`config.mk`:
```
export PLATFORM = sky130hd
export DESIGN_NAME = seq_restoring_divider
export DESIGN_NICKNAME = d
export VERILOG_FILES = /design/src/rtl/seq_restoring_divider.sv
export SDC_FILE = /design/constraint.sdc
export NUM_CORES = 1
export LEC_CHECK = 0
export BUFFER_PORTS_ARGS = -buffer_cell sky130_fd_sc_hd__buf_2
export CAP_MARGIN = 40
export CORE_MARGIN = 5
export CORE_UTILIZATION = 40
export CTS_BUF_LIST = sky130_fd_sc_hd__clkbuf_8
export DETAILED_ROUTE_END_ITERATION = 16
export GPL_ROUTABILITY_DRIVEN = 0
export PLACE_DENSITY = 0.58
export SLEW_MARGIN = 20
export SYNTH_ARGS = -nofsm -noshare
export SYNTH_HDL_FRONTEND = slang
export SYNTH_SLANG_ARGS = --single-unit
```
`constraint.sdc`:
```
create_clock -name clk -period 2.8 [get_ports clk]
set_input_delay 0.14 -clock clk [delete_from_list [all_inputs] [get_ports clk]]
set_output_delay 0.14 -clock clk [all_outputs]
set_load 0.01 [all_outputs]
```
`src/rtl/seq_restoring_divider.sv`:
```
// Iterative unsigned restoring divider.
// One shift-subtract step per cycle; results held until the next completion.
module seq_restoring_divider #(
   parameter int WIDTH = 4
) (
   input  logic             clk,
   input  logic             rst,
   input  logic             start,
   input  logic [WIDTH-1:0] dividend,
   input  logic [WIDTH-1:0] divisor,
   output logic             busy,
   output logic             done,
   output logic [WIDTH-1:0] quotient,
   output logic [WIDTH-1:0] remainder,
   output logic             div_by_zero
);

   localparam int CW = (WIDTH > 2) ? $clog2(WIDTH) : 1;

   typedef enum logic [1:0] {
      IDLE,
      RUN,
      DONE
   } state_t;

   state_t state, state_nx;

   logic [CW-1:0]    cnt;
   logic [WIDTH-1:0] r;
   logic [WIDTH-1:0] q;
   logic [WIDTH-1:0] dvs;
   logic [WIDTH:0]   t;
   logic [WIDTH:0]   d;
   logic             accept;
   logic             last;

   assign accept = start && (state != RUN);
   assign last   = (cnt == '0);
   assign t      = {r, q[WIDTH-1]};
   assign d      = t - {1'b0, dvs};

   always_ff @(posedge clk) begin
      if (rst) state <= IDLE;
      else     state <= state_nx;
   end

   always_comb begin
      state_nx = state;
      busy     = 1'b0;
      done     = 1'b0;
      unique case (state)
         IDLE: begin
            if (start) state_nx = (divisor == '0) ? DONE : RUN;
         end
         RUN: begin
            busy = 1'b1;
            if (last) state_nx = DONE;
         end
         DONE: begin
            done = 1'b1;
            if (start) state_nx = (divisor == '0) ? DONE : RUN;
            else       state_nx = IDLE;
         end
         default: state_nx = IDLE;
      endcase
   end

   // Borrow (d[WIDTH]) means restore: keep t, shift in a 0 quotient bit.
   always_ff @(posedge clk) begin
      if (rst) begin
         cnt         <= '0;
         r           <= '0;
         q           <= '0;
         dvs         <= '0;
         quotient    <= '0;
         remainder   <= '0;
         div_by_zero <= 1'b0;
      end else if (accept) begin
         cnt <= CW'(WIDTH - 1);
         r   <= '0;
         q   <= dividend;
         dvs <= divisor;
         if (divisor == '0) begin
            quotient    <= '1;
            remainder   <= dividend;
            div_by_zero <= 1'b1;
         end
      end else if (state == RUN) begin
         r   <= d[WIDTH] ? t[WIDTH-1:0] : d[WIDTH-1:0];
         q   <= {q[WIDTH-2:0], ~d[WIDTH]};
         cnt <= cnt - CW'(1);
         if (last) begin
            quotient    <= {q[WIDTH-2:0], ~d[WIDTH]};
            remainder   <= d[WIDTH] ? t[WIDTH-1:0] : d[WIDTH-1:0];
            div_by_zero <= 1'b0;
         end
      end
   end

endmodule

```
==> flow_summary_export.csv <==
group,metric,value,unit
floorplanning,initial_core_util,41.6,%
synth,synthArstFlopShare,0,%
clocking,cts.clk_slew.worst_paths,0.09,ns
place,port_buffers,21,
synth,synth-edff-count,0,
global_route,overflow,0,
final_layout,fin_cells,205,
route,wl_per_cell,13.4,um
floorplanning,chipWidth,66.3,um
final_layout,final_common_cell,"dfxtp_1",
power_and_ir_drop,p_per_area,570,nW/um2
clocking,clock_latency,0.27,ns
sta,fin_crit,2.13,ns
sta,finalClockSkew,0.00618,ns
setup_path,worstReg2RegEnd,"r[2]",
synth,synth_top_cell_area_share,39.4,%
hold_path,min_delay_path_depth,3,
global_route,grt_max_degree,28,
floorplanning,core_area,3050,um2
clocking,clock-root-buffer,"clkbuf_8",
sta,timing.fmax,469,MHz
synth,syn_area_per_cell,8.81,um2
route,viasPerCell,5.30,
synth,synth.distinct_cells,36,
synth,ys_seq_area_share,39.4,%
route,ant_nets,0,
clocking,clkSinkCount,25,
power_and_ir_drop,peakVddDrop,0.000292,V
sta,maxSlewViolCount,0,
synth,ys_warn_count,0,
clocking,cts_made_buffers,3,
sta,worst_pin_slew,0.487,ns
global_route,grt_pass1_vias,1032,
sta,slew_headroom,67.5,%
clocking,postCtsResizedCells,0,
run_status,status,"completed",
floorplanning,io_pins,22,
final_layout,syn2layout_area_growth,13.9,%
flow_run,maxCapViolCount,0,
synth,netlist_area,1270,um2
route,drt_iter0_drc,67,
setup_path,worstPathRequired,2.95,ns
final_layout,nFillCells,321,
hold_path,hp-class,"primary input to flop",
sta,final_hold_viol_count,0,
global_route,grt_util_all_layers,13.7,%
setup_path,end_kind,"flop",
setup_path,critPathLaunchType,"flop",
route,drc,0,
final_layout,layout_common_cells,"dfxtp_1 (25), buf_2 (21), nor2_1 (14), nand3_1 (13), nand2_1 (11)",
route,via_count,1087,
setup_path,r2r_slack,0.67,ns
final_layout,multi_input_area,693,um2
synth,synth_nets,161,
place,dp_hpwl,2.06,mm
hold_path,min_from,"divisor[0]",
power_and_ir_drop,p_leak,0.607,nW
floorplanning,die_area,4400,um2
clocking,post_cts_buffers,0,
final_layout,finish.utilization,47.3,%
final_layout,nets,179,
clocking,cts_tree,"done",
place,dp.cells,201,
setup_path,path_class,"flop to flop",
clocking,clockBufferDepth,2,
global_route,antenna_found_initial,0,
floorplanning,rows,20,
floorplanning,die-height,66.3,um
sta,rsz0062_at_grt,"false",
synth,synth_seq_cells,25,
setup_path,crit_fanout,8,
final_layout,regArea,500,um2
setup_path,critPathArrivalTime,2.28,ns
synth,synth_ff_type,"dfxtp_1",
setup_path,r2r_cells,9,
global_route,grt_pass1_wl,4.59,mm
sta,tns,0,ns
setup_path,timing.rr.start,"q[3]",
sta,fin_crit_sh,76.2,%
synth,netlist_instances,144,
route,routed_wirelength,2.75,mm
clocking,htreeDepth,1,
final_layout,diodes,0,
sta,setup_viol,0,
synth,ys_top_cells_by_area,"dfxtp_1 (39%), nand3_1 (5.1%), ha_1 (4.9%)",
synth,synth_top_area_cell,"dfxtp_1",
route,dr.pass1.iters,4,
hold_path,min_to,"dvs[0]",
final_layout,drive_gt1_share,20.5,%
clocking,holdBufCountCts,0,
[cells by family (layout without fill, tap and decap cells)]
logic type	count (synthesis)	after routing	synth area share, %
flops	25	25	39.4
compound gates	33	33	18.4
xor+xnor	4	4	4.83
buf+inv	19	36	5.92
fa+ha+maj	6	6	6.51
simple gates	51	51	20.1
mux	6	6	4.73
[sequential cells by signal (all words and copies together), names as in the netlist]
name         flops
cnt              2
r                4
state            2
remainder        4
div_by_zero      1
q                4
dvs              4
quotient         4
[cell type report]
cell class / count / share of cell area [%]
Clock buffer: 3 / 2.86
Tap cell: 44 / 3.81
Sequential cell: 25 / 34.6
Multi-Input combinational cell: 100 / 48.0
Clock inverter: 1 / 0.346
Inverter: 10 / 2.60
Timing Repair Buffer: 22 / 7.79
[per-stage QoR]
stage	setup slack [ns]	hold slack [ns]	total power, mW	area (um2)
CTS	0.652	0.143	0.831	1450
detailed placement	0.667	0.436	0.618	1400
global placement	0.721	0.423	0.613	1400
finish	0.668	0.150	0.824	1450
floorplan	0.825	0.287	0.566	1270
global route	0.504	0.144	0.873	1450
[synth_stat cells (3+ instances only)]
master,n
a21oi_1,9
nand3_1,13
buf_2,3
mux2i_1,6
ha_1,5
dfxtp_1,25
nor2_1,14
clkbuf_1,6
nor3_1,5
a31oi_1,3
nand2_1,11
inv_1,10
a211oi_1,8
[worst max-delay path, cell delays in order, from the launching register on]
cell and delay [ns]:
dfxtp_1 0.34, inv_1 0.06, ha_1 0.13, inv_1 0.06, fa_1 0.39, a21o_1 0.20
a21oi_4 0.24, xnor2_4 0.20, mux2i_1 0.29, o31ai_1 0.09
[report_power, final]
part           internal [mW]  switching, mW  total, mW
Sequential             0.383         0.0198      0.403
Clock                 0.0997          0.115      0.214
Combinational         0.0853          0.121      0.206
Total                  0.568          0.255      0.824
[how the worst max path moves through the flow]
stage	from	to	slack, ns
after floorplan	q[3]	r[2]	0.83
after global placement	q[3]	remainder[0]	0.72
after detailed placement	q[3]	r[2]	0.67
after CTS	q[3]	r[2]	0.65
after global routing	q[3]	r[2]	0.50
final	q[3]	r[2]	0.67
[metal layers]
layer	part of all wire, %	routed length (um)	vias up	GRT usage (%)
li1	-	-	541	-
met1	46	1270	512	17.0
met2	47	1290	32	23.2
met3	6.4	176	2	4.25
met4	0.51	14	0	2.28
met5	0	0	-	0
Note: power is estimated with default switching activity, not from simulation.
